[src/rtl/uart_rx_cfg.sv]
// uart_rx_cfg: runtime-configurable UART receiver.
//   Oversampled (OS ticks per bit), 3-sample majority vote around mid-bit,
//   false-start rejection, parity none/even/odd, 1 or 2 stop bits,
//   parity/framing/break reporting.
// Ports:
//   clk          system clock, rising edge
//   reset_n      asynchronous active-low reset
//   rx           asynchronous serial input, idle high
//   s_tick       oversample enable, OS pulses per bit time
//   par_mode     00 none, 01 even, 10 odd, 11 none (latched at frame start)
//   stop2        0 one stop bit, 1 two stop bits (latched at frame start)
//   rx_done_tick one-clk pulse when a frame completes
//   dout         last received data word, right-aligned
//   parity_err   parity mismatch of last frame
//   frame_err    a stop bit of the last frame was 0
//   break_det    last frame was a break (all zero through first stop bit)
//   busy         receiver is not idle
module uart_rx_cfg #(
  parameter int DBIT = 8,
  parameter int OS   = 16
) (
  input  logic            clk,
  input  logic            reset_n,
  input  logic            rx,
  input  logic            s_tick,
  input  logic [1:0]      par_mode,
  input  logic            stop2,
  output logic            rx_done_tick,
  output logic [DBIT-1:0] dout,
  output logic            parity_err,
  output logic            frame_err,
  output logic            break_det,
  output logic            busy
);

  localparam int SW = $clog2(OS);
  localparam int NW = $clog2(DBIT);
  localparam logic [SW-1:0] S_ZERO = SW'(0);
  localparam logic [SW-1:0] S_ONE  = SW'(1);
  localparam logic [SW-1:0] S_V0   = SW'(OS/2 - 1);
  localparam logic [SW-1:0] S_MID  = SW'(OS/2);
  localparam logic [SW-1:0] S_V2   = SW'(OS/2 + 1);
  localparam logic [SW-1:0] S_LAST = SW'(OS - 1);
  localparam logic [NW-1:0] N_ZERO = NW'(0);
  localparam logic [NW-1:0] N_ONE  = NW'(1);
  localparam logic [NW-1:0] N_LAST = NW'(DBIT - 1);
  localparam logic [DBIT-1:0] D_ZERO = {DBIT{1'b0}};

  typedef enum logic [2:0] {
    ST_IDLE     = 3'd0,
    ST_START    = 3'd1,
    ST_DATA     = 3'd2,
    ST_PARITY   = 3'd3,
    ST_STOP     = 3'd4,
    ST_BRK_WAIT = 3'd5
  } state_t;

  function automatic logic maj3(input logic [2:0] v);
    return (v[0] & v[1]) | (v[0] & v[2]) | (v[1] & v[2]);
  endfunction

  // Even parity expects bit == XOR(data); odd expects its inverse.
  function automatic logic parity_error(input logic [DBIT-1:0] d, input logic odd, input logic pbit);
    return (^d) ^ odd ^ pbit;
  endfunction

  logic [1:0]      sync_r;
  logic            rx_s;
  state_t          state_r, state_next;
  logic [SW-1:0]   s_r, s_next;
  logic [NW-1:0]   n_r, n_next;
  logic [1:0]      vote_r, vote_next;
  logic            bit_r, bit_next;
  logic [DBIT-1:0] data_r, data_next;
  logic            par_en_r, par_en_next, par_odd_r, par_odd_next, stop2_r, stop2_next;
  logic            par_bit_r, par_bit_next, fe_r, fe_next, stop1_zero_r, stop1_zero_next;
  logic            done_r, done_next, perr_r, perr_next, ferr_r, ferr_next;
  logic            brk_r, brk_next, busy_r, busy_next;
  logic [DBIT-1:0] dout_r, dout_next;
  logic [2:0]      vote_shift_s;
  logic            maj_s, in_win_s;

  // Two-flop synchroniser on the asynchronous line; idles high.
  always_ff @(posedge clk or negedge reset_n) begin
    if (!reset_n) sync_r <= 2'b11;
    else          sync_r <= {sync_r[0], rx};
  end
  assign rx_s = sync_r[1];

  // The two stored samples plus the live one form the 3-sample window,
  // so the majority is available on the tick that takes the last sample.
  assign vote_shift_s = {vote_r, rx_s};
  assign maj_s        = maj3(vote_shift_s);
  assign in_win_s     = (s_r == S_V0) || (s_r == S_MID) || (s_r == S_V2);

  // Next-state and datapath logic for the receive FSM.
  always_comb begin
    state_next      = state_r;
    s_next          = s_r;
    n_next          = n_r;
    vote_next       = vote_r;
    bit_next        = bit_r;
    data_next       = data_r;
    par_en_next     = par_en_r;
    par_odd_next    = par_odd_r;
    stop2_next      = stop2_r;
    par_bit_next    = par_bit_r;
    fe_next         = fe_r;
    stop1_zero_next = stop1_zero_r;
    done_next       = 1'b0;
    dout_next       = dout_r;
    perr_next       = perr_r;
    ferr_next       = ferr_r;
    brk_next        = brk_r;
    case (state_r)
      ST_IDLE: begin
        if (!rx_s) begin
          state_next      = ST_START;
          s_next          = S_ZERO;
          n_next          = N_ZERO;
          vote_next       = 2'b00;
          par_en_next     = (par_mode == 2'b01) || (par_mode == 2'b10);
          par_odd_next    = (par_mode == 2'b10);
          stop2_next      = stop2;
          par_bit_next    = 1'b0;
          fe_next         = 1'b0;
          stop1_zero_next = 1'b0;
        end else begin
          state_next = ST_IDLE;
        end
      end
      // A held-low line must return high before a new frame can start.
      ST_BRK_WAIT: state_next = rx_s ? ST_IDLE : ST_BRK_WAIT;
      ST_START, ST_DATA, ST_PARITY, ST_STOP: begin
        if (s_tick) begin
          s_next    = (s_r == S_LAST) ? S_ZERO : s_r + S_ONE;
          vote_next = in_win_s ? vote_shift_s[1:0] : vote_r;
          bit_next  = (s_r == S_V2) ? maj_s : bit_r;
          case (state_r)
            ST_START: begin
              if ((s_r == S_V2) && maj_s) begin
                state_next = ST_IDLE;
                s_next     = S_ZERO;
              end else if (s_r == S_LAST) begin
                state_next = ST_DATA;
                n_next     = N_ZERO;
              end else begin
                state_next = ST_START;
              end
            end
            ST_DATA: begin
              if (s_r == S_LAST) begin
                data_next = {bit_r, data_r[DBIT-1:1]};
                if (n_r == N_LAST) begin
                  n_next     = N_ZERO;
                  state_next = par_en_r ? ST_PARITY : ST_STOP;
                end else begin
                  n_next = n_r + N_ONE;
                end
              end else begin
                data_next = data_r;
              end
            end
            ST_PARITY: begin
              if (s_r == S_LAST) begin
                par_bit_next = bit_r;
                n_next       = N_ZERO;
                state_next   = ST_STOP;
              end else begin
                par_bit_next = par_bit_r;
              end
            end
            ST_STOP: begin
              if ((s_r == S_V2) && !maj_s) begin
                fe_next         = 1'b1;
                stop1_zero_next = stop1_zero_r | (n_r == N_ZERO);
              end else begin
                fe_next = fe_r;
              end
              if (s_r == S_LAST) begin
                if (stop2_r && (n_r == N_ZERO)) begin
                  n_next = N_ONE;
                end else begin
                  done_next  = 1'b1;
                  dout_next  = data_r;
                  perr_next  = par_en_r & parity_error(data_r, par_odd_r, par_bit_r);
                  ferr_next  = fe_r;
                  brk_next   = (data_r == D_ZERO) && !(par_en_r && par_bit_r) && stop1_zero_r;
                  n_next     = N_ZERO;
                  s_next     = S_ZERO;
                  state_next = fe_r ? ST_BRK_WAIT : ST_IDLE;
                end
              end else begin
                n_next = n_r;
              end
            end
            default: state_next = ST_IDLE;
          endcase
        end else begin
          state_next = state_r;
        end
      end
      default: state_next = ST_IDLE;
    endcase
    busy_next = (state_next != ST_IDLE);
  end

  // State, counters, shift/vote registers and registered outputs.
  always_ff @(posedge clk or negedge reset_n) begin
    if (!reset_n) begin
      state_r      <= ST_IDLE;
      s_r          <= S_ZERO;
      n_r          <= N_ZERO;
      vote_r       <= 2'b00;
      bit_r        <= 1'b0;
      data_r       <= D_ZERO;
      par_en_r     <= 1'b0;
      par_odd_r    <= 1'b0;
      stop2_r      <= 1'b0;
      par_bit_r    <= 1'b0;
      fe_r         <= 1'b0;
      stop1_zero_r <= 1'b0;
      done_r       <= 1'b0;
      dout_r       <= D_ZERO;
      perr_r       <= 1'b0;
      ferr_r       <= 1'b0;
      brk_r        <= 1'b0;
      busy_r       <= 1'b0;
    end else begin
      state_r      <= state_next;
      s_r          <= s_next;
      n_r          <= n_next;
      vote_r       <= vote_next;
      bit_r        <= bit_next;
      data_r       <= data_next;
      par_en_r     <= par_en_next;
      par_odd_r    <= par_odd_next;
      stop2_r      <= stop2_next;
      par_bit_r    <= par_bit_next;
      fe_r         <= fe_next;
      stop1_zero_r <= stop1_zero_next;
      done_r       <= done_next;
      dout_r       <= dout_next;
      perr_r       <= perr_next;
      ferr_r       <= ferr_next;
      brk_r        <= brk_next;
      busy_r       <= busy_next;
    end
  end

  assign rx_done_tick = done_r;
  assign dout         = dout_r;
  assign parity_err   = perr_r;
  assign frame_err    = ferr_r;
  assign break_det    = brk_r;
  assign busy         = busy_r;

endmodule

[config.mk]
export PLATFORM = sky130hd
export DESIGN_NAME = uart_rx_cfg
export DESIGN_NICKNAME = d
export VERILOG_FILES = /design/src/rtl/uart_rx_cfg.sv
export SDC_FILE = /design/constraint.sdc
export NUM_CORES = 1
export LEC_CHECK = 0
export CORE_UTILIZATION = 50
export CTS_CLUSTER_DIAMETER = 200
export DETAILED_ROUTE_END_ITERATION = 12
export GPL_TIMING_DRIVEN = 0
export PLACE_DENSITY = 0.67
export SYNTH_ARGS = -nofsm -noshare
export SYNTH_HDL_FRONTEND = slang
export SYNTH_SLANG_ARGS = --single-unit
[constraint.sdc]
create_clock -name clk -period 2.41 [get_ports clk]
set_input_delay 0.3615 -clock clk [delete_from_list [all_inputs] [get_ports clk]]
set_output_delay 0.3615 -clock clk [all_outputs]
set_load 0.01 [all_outputs]
==> qor.yml, run 1 <==
outcome: "finished, final reports clean"
netlist.area_leader.share_pct: 46.76
hold_viol: 0
antennaDiodeCount: 0
first_pass_iters: 4
ys_seq_area_share_pct: 49.21
cts_root_buf: "clkbuf_8"
finClkSkew_ns: 0.004613
maxCapViolCount: 0
antenna_found_initial: 0
critPathArrivalTime_ns: 2.23
synth_cell_types: 44
wirelength_mm: 4.145
grtUsageTotal_pct: 21.22
fmax_mhz: 489.5
placed_area_um2: 2389
fp.dieW_um: 67.44
fin_util_pct: 61.21
startpoint_type: "flop"
synth_area_leaders: "dfrtp_1 47%, ha_1 6.4%, mux2_2 6.3%, nand2_1 4.6%, o21ai_0 3.7%"
critPathMaxFanout: 4
critPathKind: "reg -> reg"
powerDensity_nw_per_um2: 702.1
layout.nets: 253
min_period_ns: 2.043
cts_resized: 0
io_pins: 20
rsz0062_at_grt: "false"
drc: 0
place_ws_ns: 0.1921
finalWorstSetupSlack_ns: 0.3673
cts_made_buffers: 5
grt_max_degree: 43
grt_pass1_wl_mm: 6.886
fp.dieH_um: 67.44
multi_input_area_um2: 972.2
ys_seq_elements: 42
netlist_instances: 209
crit_required_ns: 2.59
fillers: 321
cts.sinks: 42
cts_tree: "built"
drv_slew: 0
portBuffers: 19
cp-end-kind: "flop"
async_flop_share_pct: 100.0
grt_pass1_vias: 1459
via_per_inst: 5.413
clockBufferDepth: 2
regArea_um2: 1054
r2r-start: "s_r[1]"
clk_latency_ns: 0.29
hold_buffers: 0
drive_above_1_share_pct: 14.41
rows: 23
synth_ff_type: "dfrtp_1"
dieArea_um2: 4547
synth_common_cells: "40 x dfrtp_1, 26 x nand2_1, 17 x inv_1"
initial_core_util_pct: 52.76
wire_per_inst_um: 14.49
tightestPinTransition_ns: 0.9703
clk_pin_slew_worst_paths_ns: 0.08
critPathLaunch: "s_r[1]"
dpl.hpwl_mm: 3.121
fin_crit_sh_pct: 84.76
peakVddDrop_mv: 0.3480
netlist.top_cell.by_area: "dfrtp_1"
finalSetupViolCount: 0
synth.most_common_cell: "dfrtp_1"
synth_area_um2: 2141
place_congestion: 0.8844
synth_edf_count: 0
vias: 1548
design.core.area_um2: 4058
p_leak_uw: 0.001202
relSlewSlack_pct: 34.72
syn2layout_area_growth_pct: 16.01
htreeDepth: 2
fin_hold_ws_ns: 0.1890
cts_setup_buffers: 0
syn_avg_cell_area_um2: 10.24
drt_iter0_drc: 58
hold_class: "in -> async"
setup_tns_ns: 0
final_area_um2: 2484
ant_nets: 0
grt-ovfl-total: 0
synth_nets: 227
yosysWarnings: 0
metal layers:
layer	global-route usage (%)	share of wire, %
met1	24.97	44
met2	34.38	50
met3	6.419	3.5
met4	11.70	2.8
met5	0	0
cell type report:
cell class,instances,share of cell area (%)
Buffer,8,2.065
Clock buffer,6,3.325
Clock inverter,2,0.5038
Inverter,17,2.569
Multi-Input combinational cell,142,39.14
Sequential cell,42,42.42
Tap cell,50,2.519
Timing Repair Buffer,19,7.456
path summary, 6_finish.rpt:
kind                             end  slack (ns)  depth (start not counted)
max                           s_r[3]        0.37                          7
min                          dout[4]        0.19                          1
max reg2reg                   s_r[3]        0.37                          7
min reg2reg                sync_r[1]        0.36                          0
max in group asynchronous  par_odd_r        1.66                          1
min in group clk           sync_r[1]        0.36                          0
cell usage in the layout, fill, tap and decap left out, drive strengths merged, types with 2 or more instances in the layout:
cell | Yosys | layout
a31oi | 4 | 4
nand3b | 4 | 4
a22o | 3 | 3
o21ai | 16 | 16
ha | 11 | 11
nor2b | 5 | 5
dfrtp | 40 | 40
or3 | 2 | 2
nor2 | 14 | 14
mux2i | 3 | 3
clkbuf | 1 | 7
a211oi | 2 | 2
nand3 | 10 | 10
xnor2 | 4 | 4
inv | 17 | 17
mux2 | 12 | 12
nand2 | 26 | 26
a21oi | 3 | 3
nand2b | 2 | 2
dfstp | 2 | 2
buf | 7 | 8
clkdlybuf4s50 | 0 | 18
nor3b | 2 | 2
critical path: stages, from the launching register on:
cell and delay [ns]:
dfrtp_1 0.41, inv_1 0.09, ha_1 0.17, and3b_1 0.21, nand2_1 0.08, a211oi_1 0.45
nor2_1 0.18, a221o_1 0.33
power breakdown:
| part | leakage [µW] | internal, µW | switching (µW) |
|---|---|---|---|
| clock | 0.0000472 | 230 | 243 |
| sequential | 0.000515 | 792 | 95.8 |
| combinational | 0.000640 | 178 | 205 |
flip-flops by register name (all words and copies together) (netlist names), 2 cells and up:
signal,cells
data_r,8
dout,8
s_r,4
n_r,3
state_r,3
sync_r,2
vote_r,2
kinds of logic after synthesis:
family,synth area share [%]
adder cells (fa/ha/maj),6.896
flip-flops,49.21
AND/OR/NAND/NOR,17.36
multiplexers,7.715
AO/OA/AOI/OAI,11.40
XOR/XNOR,2.045
buffers and inverters,5.376
stage by stage:
step                total power [µW]  cells
floorplan                       1163    209
global placement                1262    278
detailed placement              1288    278
CTS                             1765    286
global route                    1866    286
finish                          1744    286
(Power assumes the default switching activity.)
==> run 2, diff against run 1 <==
==> constraint.sdc (replaced) <==
create_clock -name clk -period 1.9 [get_ports clk]
set_input_delay 0.285 -clock clk [delete_from_list [all_inputs] [get_ports clk]]
set_output_delay 0.285 -clock clk [all_outputs]
set_load 0.01 [all_outputs]
==> run 2 against run 1 <==
Global-route usage rose by 0.47 points. Via count rose by 4.1%. Largest power group unchanged. Total power rose by 34%. Sequential power increased by 27%. Clock-buffer cell count unchanged. Hold slack got worse by 0.078 ns. Critical endpoint is now busy.
==> qor.yml, run 2 (same netlist as run 1, synthesis figures left out) <==
outcome: "finished, final reports clean"  # unchanged
grt_max_degree: 43  # unchanged
clockBufferDepth: 2  # unchanged
r2r_slack_ns: 0.05  # was 0.37 ns
grt_pass1_vias: 1492  # was 1459
setup_tns_ns: 0  # unchanged
antenna_found_initial: 0  # unchanged
clk_latency_ns: 0.30  # was 0.29 ns
hold_buffers: 0  # unchanged
crit_required_ns: 2.08  # was 2.59 ns
rr_worst_depth: 5  # was 7
startpoint_type: "flop"  # unchanged
p_leak_uw: 0.001234  # was 0.001202 µW
p_int_uw: 1585  # was 1200 µW
antennaDiodeCount: 0  # unchanged
via_per_inst: 5.536  # was 5.413
fin_crit_sh_pct: 97.36  # was 84.76%
clk_pin_slew_worst_paths_ns: 0.08  # about the same
io_pins: 20  # unchanged
final_common_cell: "dfrtp_1"  # unchanged
wirelength_mm: 4.353  # was 4.145 mm
power_frac_clock_pct: 26.0  # was 27.2%
combinationalPowerShare_pct: 25.5  # was 21.9%
hold_class: "in -> async"  # unchanged
syn2layout_area_growth_pct: 22.21  # was 16.01%
placed_area_um2: 2389  # unchanged
critPathKind: "reg -> reg"  # unchanged
power_frac_seq_pct: 48.6  # was 50.9%
cts_made_buffers: 5  # unchanged
ant_nets: 0  # unchanged
critPathMaxFanout: 7  # was 4
p_switching_uw: 746.4  # was 543.8 µW
first_pass_iters: 4  # unchanged
fin_util_pct: 64.48  # was 61.21%
design.core.area_um2: 4058  # unchanged
final_cell_mix: "39 x dfrtp_1, 25 x nand2_1, 18 x clkdlybuf4s50_1"  # was 40 x dfrtp_1, 26 x nand2_1, 18 x clkdlybuf4s50_1
crit_slowest_cell: "dfrtp_2"  # was a211oi_1
initial_core_util_pct: 52.76  # unchanged
drt_iter0_drc: 66  # was 58
portBuffers: 19  # unchanged
maxCapViolCount: 0  # unchanged
place_congestion: 0.8844  # unchanged
grt-ovfl-total: 0  # unchanged
cts.sinks: 42  # unchanged
dieArea_um2: 4547  # unchanged
wire_per_inst_um: 14.96  # was 14.49 µm
dpl.hpwl_mm: 3.121  # unchanged
swShare_pct: 32.02  # was 31.18%
fin_hold_ws_ns: 0.1113  # was 0.1890 ns
cp-endpoint: "busy"  # was s_r[3]
peakVddDrop_mv: 0.4680  # was 0.3480 mV
layout.nets: 258  # was 253
min_period_ns: 1.850  # was 2.043 ns
final_area_um2: 2616  # was 2484 µm²
drc: 0  # unchanged
finClkSkew_ns: 0.005439  # was 0.004613 ns
fp.dieW_um: 67.44  # unchanged
slowest_delay_ns: 0.48  # was 0.45 ns
grtUsageTotal_pct: 21.68  # was 21.22%
hold_viol: 0  # unchanged
fp.dieH_um: 67.44  # unchanged
fmax_mhz: 540.6  # was 489.5 MHz
rows: 23  # unchanged
drv_slew: 0  # unchanged
drive_above_1_share_pct: 21.16  # was 14.41%
relSlewSlack_pct: 40.16  # was 34.72%
tightestPinTransition_ns: 0.8976  # was 0.9703 ns
powerDensity_nw_per_um2: 891.0  # was 702.1 nW/µm²
vias: 1611  # was 1548
cts_tree: "built"  # unchanged
critPathLaunch: "state_r[0]"  # was s_r[1]
r2r-start: "state_r[0]"  # was s_r[1]
reg2reg_to: "busy"  # was s_r[3]
crit_chain: "or3_4 -> nand4_2 -> a21o_1 -> o311ai_1 -> or3_1"  # was inv_1 -> ha_1 -> and3b_1 -> nand2_1 -> a211oi_1 -> nor2_1 -> a221o_1
htreeDepth: 2  # unchanged
grt_pass1_wl_mm: 7.031  # was 6.886 mm
place_inst: 278  # unchanged
cts_root_buf: "clkbuf_8"  # unchanged
final_cells: 291  # was 286
finalSetupViolCount: 0  # unchanged
cp-end-kind: "flop"  # unchanged
critPathArrivalTime_ns: 2.03  # was 2.23 ns
-- run 2: cell count changes in the layout (fill, tap and decap cells not counted), sizes merged --
| cell | delta |
|---|---|
| buf | +5 |
-- run 2: final cells by class --
| cell class | count | area [µm²] |
|---|---|---|
| clock buffers | 6 | 82.58 |
| plain buffers | 8 | 65.06 |
| multi-input cells | 142 | 1049 |
| fillers | 304 | 1441 |
| inverters | 17 | 63.81 |
| flip-flops and latches | 42 | 1055 |
| well taps | 50 | 62.56 |
| repair buffers | 24 | 226.5 |
| clock inverters | 2 | 12.51 |
-- run 2: worst min-delay path by stage --
stage | startpoint | end | cells after the start
2_1_floorplan | reset_n | bit_r | 0
3_3_place_gp | sync_r[0] | sync_r[1] | 0
3_5_place_dp | sync_r[0] | sync_r[1] | 0
4_1_cts | reset_n | dout[4] | 1
5_1_grt | reset_n | dout[4] | 1
6_report | reset_n | dout[4] | 1
-- run 2: power groups by stage --
stage                     sequential [µW]  clock, µW  combinational, µW
after floorplan                      1110          0                361
after global placement               1140          0                465
after detailed placement             1140          0                490
after CTS                            1120        620                543
after global routing                 1160        661                668
final                                1130        606                594
-- run 2: timing repair --
item,CTS,global route
resized for setup,5,19
buffers inserted,2,3
endpoints found under the setup margin,22,21
pin swaps,0,2
-- run 2: stage by stage --
stage,power (µW),setup WS [ns]
detailed placement,1634,-0.2414
finish,2331,0.05020
global route,2484,-0.01672
global placement,1601,-0.4356
floorplan,1475,0.1299
CTS,2280,0.003585
-- run 2: per-layer routing --
layer | wire length [µm] | GRT usage (%) | vias to the layer above
li1 | - | - | 790
met1 | 1839 | 25.29 | 768
met2 | 2190 | 35.38 | 38
met3 | 175 | 6.419 | 15
met4 | 146 | 12.23 | 0
met5 | 0 | 0 | -
-- run 2: worst max-delay path: cells and delay by family, from the launching register on --
family,cells,cell delay [ns]
AO/OA/AOI/OAI,2,0.26
flip-flops,1,0.48
AND/OR/NAND/NOR,3,1.00
